===== config.mk =====
export PLATFORM = sky130hd
export DESIGN_NAME = imem_arbiter
export DESIGN_NICKNAME = d
export VERILOG_FILES = /design/src/rtl/imem_pkg.sv /design/src/rtl/rr_arb2.sv /design/src/rtl/imem_arbiter.sv
export SDC_FILE = /design/constraint.sdc
export NUM_CORES = 1
export LEC_CHECK = 0
export CORE_AREA = 2 2 94 96
export CTS_CLUSTER_DIAMETER = 30
export DETAILED_ROUTE_END_ITERATION = 8
export DIE_AREA = 0 0 96 98
export SYNTH_ARGS = -nofsm -noshare
export SYNTH_HDL_FRONTEND = slang
export SYNTH_SLANG_ARGS = --single-unit
export TNS_END_PERCENT = 5

===== constraint.sdc =====
create_clock -name clk -period 1.85 [get_ports clk]
set_input_delay 0.37 -clock clk [delete_from_list [all_inputs] [get_ports clk]]
set_output_delay 0.37 -clock clk [all_outputs]
set_load 0.1 [all_outputs]

===== src/rtl/imem_pkg.sv =====
// imem_pkg: shared types and helpers for the instruction-memory arbiter.
// Owner encoding, request bundle and the word-address range check.
package imem_pkg;

  localparam int XLEN = 32;

  typedef enum logic {
    OWN_FETCH  = 1'b0,
    OWN_LOADER = 1'b1
  } owner_e;

  typedef struct packed {
    logic            we;
    logic [XLEN-1:0] addr;
    logic [XLEN-1:0] wdata;
  } imem_req_t;

  // Word aligned and inside 0 .. 4*n_instr-1
  function automatic logic addr_ok(
    input logic [XLEN-1:0] addr,
    input int unsigned     n_instr
  );
    logic [63:0] lim;
    lim = 64'(n_instr) << 2;
    return (addr[1:0] == 2'b00) &&
           ({32'd0, addr} < lim);
  endfunction

endpackage


===== src/rtl/rr_arb2.sv =====
// rr_arb2: two-way round-robin grant, fetch wins the first tie.
// Ports: clk, rstn, req_f/req_l in; gnt_f/gnt_l out (same cycle).
module rr_arb2
  import imem_pkg::*;
(
  input  logic clk,
  input  logic rstn,
  input  logic req_f,
  input  logic req_l,
  output logic gnt_f,
  output logic gnt_l
);

  owner_e rr_last;

  always_comb begin
    gnt_f = 1'b0;
    gnt_l = 1'b0;
    unique case ({req_f, req_l})
      2'b11: begin
        if (rr_last == OWN_LOADER)
          gnt_f = 1'b1;
        else
          gnt_l = 1'b1;
      end
      2'b10:   gnt_f = 1'b1;
      2'b01:   gnt_l = 1'b1;
      default: ;
    endcase
  end

  always_ff @(posedge clk or negedge rstn) begin
    if (!rstn)
      rr_last <= OWN_LOADER;
    else if (gnt_f | gnt_l)
      rr_last <= gnt_l ? OWN_LOADER : OWN_FETCH;
  end

endmodule


===== src/rtl/imem_arbiter.sv =====
// imem_arbiter: shares one registered-read memory port between
// fetch (read) and loader (read/write); responses one cycle after grant.
// Ports: f_* fetch side, l_* loader side (l_lock blocks fetch),
// mem_* memory side; clk, rstn (async, active low).
module imem_arbiter
  import imem_pkg::*;
#(
  parameter int N       = 32,
  parameter int N_INSTR = 32
) (
  input  logic          clk,
  input  logic          rstn,
  input  logic          f_req,
  input  logic [N-1:0]  f_addr,
  output logic          f_gnt,
  output logic          f_rvalid,
  output logic [N-1:0]  f_rdata,
  output logic          f_err,
  input  logic          l_req,
  input  logic          l_we,
  input  logic          l_lock,
  input  logic [N-1:0]  l_addr,
  input  logic [N-1:0]  l_wdata,
  output logic          l_gnt,
  output logic          l_rvalid,
  output logic [N-1:0]  l_rdata,
  output logic          l_err,
  output logic          mem_en,
  output logic          mem_we,
  output logic [$clog2(N_INSTR)-1:0] mem_addr,
  output logic [N-1:0]  mem_wdata,
  input  logic [N-1:0]  mem_rdata
);

  localparam int AW = $clog2(N_INSTR);

  logic      elig_f;
  logic      elig_l;
  logic      acc;
  logic      ok;
  imem_req_t sel;

  logic      resp_vld;
  owner_e    resp_owner;
  logic      resp_err;
  logic      resp_rd;

  // Nothing is granted while reset is held
  assign elig_f = f_req & ~l_lock & rstn;
  assign elig_l = l_req & rstn;

  rr_arb2 u_rr (
    .clk   (clk),
    .rstn  (rstn),
    .req_f (elig_f),
    .req_l (elig_l),
    .gnt_f (f_gnt),
    .gnt_l (l_gnt)
  );

  always_comb begin
    sel = '0;
    if (l_gnt) begin
      sel.we    = l_we;
      sel.addr  = l_addr;
      sel.wdata = l_wdata;
    end else begin
      sel.we    = 1'b0;
      sel.addr  = f_addr;
      sel.wdata = '0;
    end
  end

  assign acc       = f_gnt | l_gnt;
  assign ok        = addr_ok(sel.addr, N_INSTR);
  assign mem_en    = acc & ok;
  assign mem_we    = mem_en & sel.we;
  assign mem_addr  = sel.addr[AW+1:2];
  assign mem_wdata = sel.wdata;

  always_ff @(posedge clk or negedge rstn) begin
    if (!rstn) begin
      resp_vld   <= 1'b0;
      resp_owner <= OWN_FETCH;
      resp_err   <= 1'b0;
      resp_rd    <= 1'b0;
    end else begin
      resp_vld   <= acc;
      resp_owner <= l_gnt ? OWN_LOADER : OWN_FETCH;
      resp_err   <= acc & ~ok;
      resp_rd    <= acc & ok & ~sel.we;
    end
  end

  // Read data only passes through for error-free reads
  always_comb begin
    f_rvalid = resp_vld & (resp_owner == OWN_FETCH);
    l_rvalid = resp_vld & (resp_owner == OWN_LOADER);
    f_err    = f_rvalid & resp_err;
    l_err    = l_rvalid & resp_err;
    f_rdata  = (f_rvalid & resp_rd) ? mem_rdata : '0;
    l_rdata  = (l_rvalid & resp_rd) ? mem_rdata : '0;
  end

endmodule


; After elaboration in Yosys (flattened, before gate mapping)
; Index checks and enable logic that the tools add are counted.
[word_totals]
ff_bits = 5
elab_cells = 37
[classes]
n_lt_le_gt_ge = 1
n_mux = 8
n_reduce_logical = 2
n_eq_ne = 3
bitwise_logic = 18
[op_table]
columns = operator, count
row1 = 65-bit two-way mux, 1
row2 = 32-bit two-way mux, 2
row3 = 32-bit by 8-bit less-than comparator with 1-bit output (second input constant), 1
row4 = 1-bit AND, 13
row5 = 2-bit equality test (second input constant), 2
row6 = 1-bit inverter, 4
row7 = 1-bit case mux with 2 select lines, 2
row8 = 1-bit two-way mux, 3
row9 = 2-bit by 1-bit equality test with 1-bit output (second input constant), 1
row10 = 2-bit logical NOT, 1
row11 = 1-bit logical AND, 1
row12 = 1-bit OR, 1

; Depth between registers and ports, before layout
[depth]
word_depth = 10
depth_mapped = 6
ltp_nobuf = 5

; Modules after synthesis
; From an unflattened synthesis, not the netlist that was laid out.
[hier_totals]
hier_cells = 166
area_unflattened_um2 = 1123.6
[modules_own_cells]
columns = mod, cells_each, area_each_um2, instances
row1 = imem_arbiter, 160, 1069.8, 1
row2 = rr_arb2, 6, 53.8, 1

; Worst setup path after synthesis
; No wires, ideal clock.
[synth_timing]
kind = input port to output port
startpoint = in f_req
endpoint = out mem_we
slack_ps = -2208
arrival_time_ps = 3688
cell_stages = 4
t_required_ps = 1480
cell_sequence = nor2b_4 a21o_1 buf_6 nor4_1
[synth_via]
elab_chain_cells = 9
elab_cells_between_ends = 14
cone_classes = order compare: 1 / eq/ne: 3 / mux: 3 / bitwise: 5 / reduce/logical: 2
[synth_lines]
columns = item, line_no
row1 = from (decl), imem_arbiter.sv:13  ; input logic f_req,
row2 = 1-bit AND * (2 in a row), imem_arbiter.sv:49  ; assign elig_f = f_req & ~l_lock & rstn;
row3 = 2-bit by 1-bit equality test with 1-bit output / 2-bit equality test (equally long branches), rr_arb2.sv:19  ; unique case ({req_f, req_l})
row4 = 1-bit case mux with 2 select lines, rr_arb2.sv:19
row5 = 65-bit two-way mux, imem_arbiter.sv:63  ; if (l_gnt) begin
row6 = 32-bit by 8-bit less-than comparator with 1-bit output / 2-bit logical NOT (equally long branches), "imem_pkg.sv:26, imem_pkg.sv:25"
row7 = 1-bit logical AND, imem_pkg.sv:25  ; return (addr[1:0] == 2'b00) &&
row8 = 1-bit AND, imem_arbiter.sv:76  ; assign mem_en = acc & ok;
row9 = 1-bit AND *, imem_arbiter.sv:77  ; assign mem_we = mem_en & sel.we;
row10 = to (decl), imem_arbiter.sv:29  ; output logic mem_we,
; Mark *: on every way between the ends. The rest lies on a longest branch, timed or not.

; Final worst setup path
[layout_timing]
startpoint = reg u_rr.rr_last
endpoint = out mem_en
[layout_via]
elab_chain_cells = 6
elab_cells_between_ends = 10
cone_classes = order compare: 1 / mux: 5 / bitwise: 2 / reduce/logical: 2
[layout_lines]
columns = item, line_no
row1 = from (decl), rr_arb2.sv:14  ; owner_e rr_last;
row2 = from (signal assigned), rr_arb2.sv:36  ; rr_last <= gnt_l ? OWN_LOADER : OWN_FETCH;
row3 = 1-bit two-way mux, rr_arb2.sv:21  ; if (rr_last == OWN_LOADER)
row4 = 1-bit case mux with 2 select lines, rr_arb2.sv:19
row5 = 65-bit two-way mux, imem_arbiter.sv:63
row6 = 32-bit by 8-bit less-than comparator with 1-bit output / 2-bit logical NOT (equally long branches), "imem_pkg.sv:26, imem_pkg.sv:25"
row7 = 1-bit logical AND, imem_pkg.sv:25
row8 = 1-bit AND *, imem_arbiter.sv:76
row9 = to (decl), imem_arbiter.sv:28  ; output logic mem_en,
; Marks and branches as above.

==> metrics <==
routed vias 2,116; Place WS -594 ps; vias in the first global route 2,174; endpoint class of the critical path primary output; Post-synth ARST share 100%; # setup viols final 39; biggest area consumer among synthesized cells and2_1; net count after synthesis 295; count leader, synth and2_1; IO buf count 242; CTS tree done; CTS Buffer Depth 2; ant diodes 0; PD cells 265 nW/um2; endpoints failing hold 0; antenna violations before repair 0; Fill cells 709; YS warnings 0; worst ir drop on vdd 164 uV; Avg Vias per Cell 4.08; Post-Route Skew 3.18 ps; Clock Pin Slew Worst Setup and Hold Paths 40 ps; 1st-pass router iterations 4; netlist area before placement 1090 um2; layout cells sized above 1 56.8%; Seq/Total Area, Yosys 11.6%; largest net degree at the start of global routing 35; Max Cap Viol 0; total CTS buffers 3; violated checks negative setup slack; chip height 98 um; status finished with violations; Yosys reg bits 5; Layout Utilization 58.1%; detailed-route DRC error count 0; fmax 491 MHz; Post-synth EDFFs 0; ranking of synthesized cells by area and2_1, and3_1, dfrtp_1; Hold Buf Count CTS 0; LEAKAGE 0.00219 uW; clk sinks 5; final net count 545; CORE AREA 8470 um2; Final GP Congestion 0.786; antenna violation net count after detailed routing 0; I/O pin cnt 243; drt first-iter violations 31; die width 96 um; htree depth 1; Routed WL 7230 um; WP data arrival 1670 ps; P&R area growth vs syn 350%; Final min period 2040 ps; Worst Slack Setup Final -189 ps; CP max FO 3; Max stage delay on crit path 530 ps; leading register cell type out of synthesis dfrtp_1; root buffer cell clkbuf_8; total power 1300 uW; Syn Area/Cell 6.78 um2; CP max-delay cell dfstp_2; WP data required 1480 ps; Post-DP HPWL 6530 um; first-pass GRT wire length 10,800 um; critical-path cell list a21o_1 > inv_2 > or3_4 > a21oi_4 > buf_12; total global-route track usage 14.5%; grt ovf 0; RSZ-0062 raised after global routing true; clock latency on the worst-skew pair 220 ps; worst reg2reg path depth 4; Die ar. 9410 um2; Startpoint Class flop; worst hold slack 201 ps; fin. max-slew vios 0; Avg WL per Cell 14.0 um; Slew @ Worst Pin 259 ps; Gate Count Post-Synth 161; Hold Crit Class in -> async; num rows 34; share of the synthesized area in the top cell type 37.8%; Commonest cells post-synth and2_1, and3_1, nor4_1; Rel. slew slack 82.6%; Yosys cell types 22; crit share post-route 110%; Starting Density 12.9%; CP Class reg -> out
## layout make-up
cell class | instances | area [um2] | share of cell area [%]
Sequential cell | 5 | 126 | 2.57
Clock buffer | 4 | 45.0 | 0.916
Multi-Input combinational cell | 139 | 1100 | 22.5
Timing Repair Buffer | 258 | 3490 | 71.0
Inverter | 4 | 15.0 | 0.305
Tap cell | 108 | 135 | 2.75
## final timing paths
path                                 to  slack [ps]          from
min reg2reg                u_rr.rr_last         610  u_rr.rr_last
min in group clk           u_rr.rr_last         550         l_req
max                              mem_en        -190  u_rr.rr_last
max reg2reg                     resp_rd         390  u_rr.rr_last
min                             resp_rd         200          rstn
max in group asynchronous  u_rr.rr_last        1450          rstn
## kinds of logic (layout without fill, tap and decap cells)
kind of cell	after synthesis	count (layout)	synth area share [%]
buf+inv	17	266	6.54
flops	5	5	11.6
mux	5	5	5.16
simple gates	128	128	73.4
compound gates	6	6	3.33
## worst max-delay path, delay by kind of cell (launching register included)
kind            cells  cell delay [ps]
compound gates      2              320
buf+inv             2              240
flops               1              530
simple gates        1              360
## per-stage QoR
stage | TNS (ps) | instances | instance area, um2
2_1_floorplan | -18430 | 161 | 1170
3_3_place_gp | -16240 | 512 | 4870
3_5_place_dp | -16800 | 512 | 4870
4_1_cts | -5840 | 518 | 4960
5_1_grt | -6880 | 518 | 4910
6_report | -4400 | 518 | 4910
## cell usage in the layout (no fill, tap or decap), types with 3 or more instances in the layout
cell and n:
clkdlybuf4s15_1 8, inv_1 3, buf_2 9, nor4_2 8, and2_1 34, clkbuf_2 25, dfrtp_1 4, buf_4 13
and3_2 10, clkbuf_8 3, nor4_1 3, and3_1 25, dlygate4sd2_1 13, mux2_2 5, buf_12 112, nand2_1 3
clkdlybuf4s50_1 75, and2_4 32
## flip-flops by register name (all words and copies together) (netlist names)
name          flops
resp_err          1
resp_owner        1
resp_rd           1
resp_vld          1
u_rr.rr_last      1
## report_power, final
| part | internal (uW) | total [uW] | switching (uW) | leakage (uW) |
|---|---|---|---|---|
| registers | 126 | 133 | 7.19 | 0.0000627 |
| clock network | 148 | 198 | 50.1 | 0.0000228 |
| logic | 462 | 972 | 510 | 0.00210 |
## layer usage
metal / wire, um / GRT usage [%]
met1: 2260 / 13.6
met2: 3900 / 28.8
met3: 976 / 4.94
met4: 102 / 3.63
met5: 0 / 0
## what timing repair did
item / CTS / global route
setup endpoints to repair: 42 / 42
pin swaps: 46 / 28
setup buffers: 2 / 1
gates resized for setup: 121 / 68
Power figures use the tool's default switching activity.
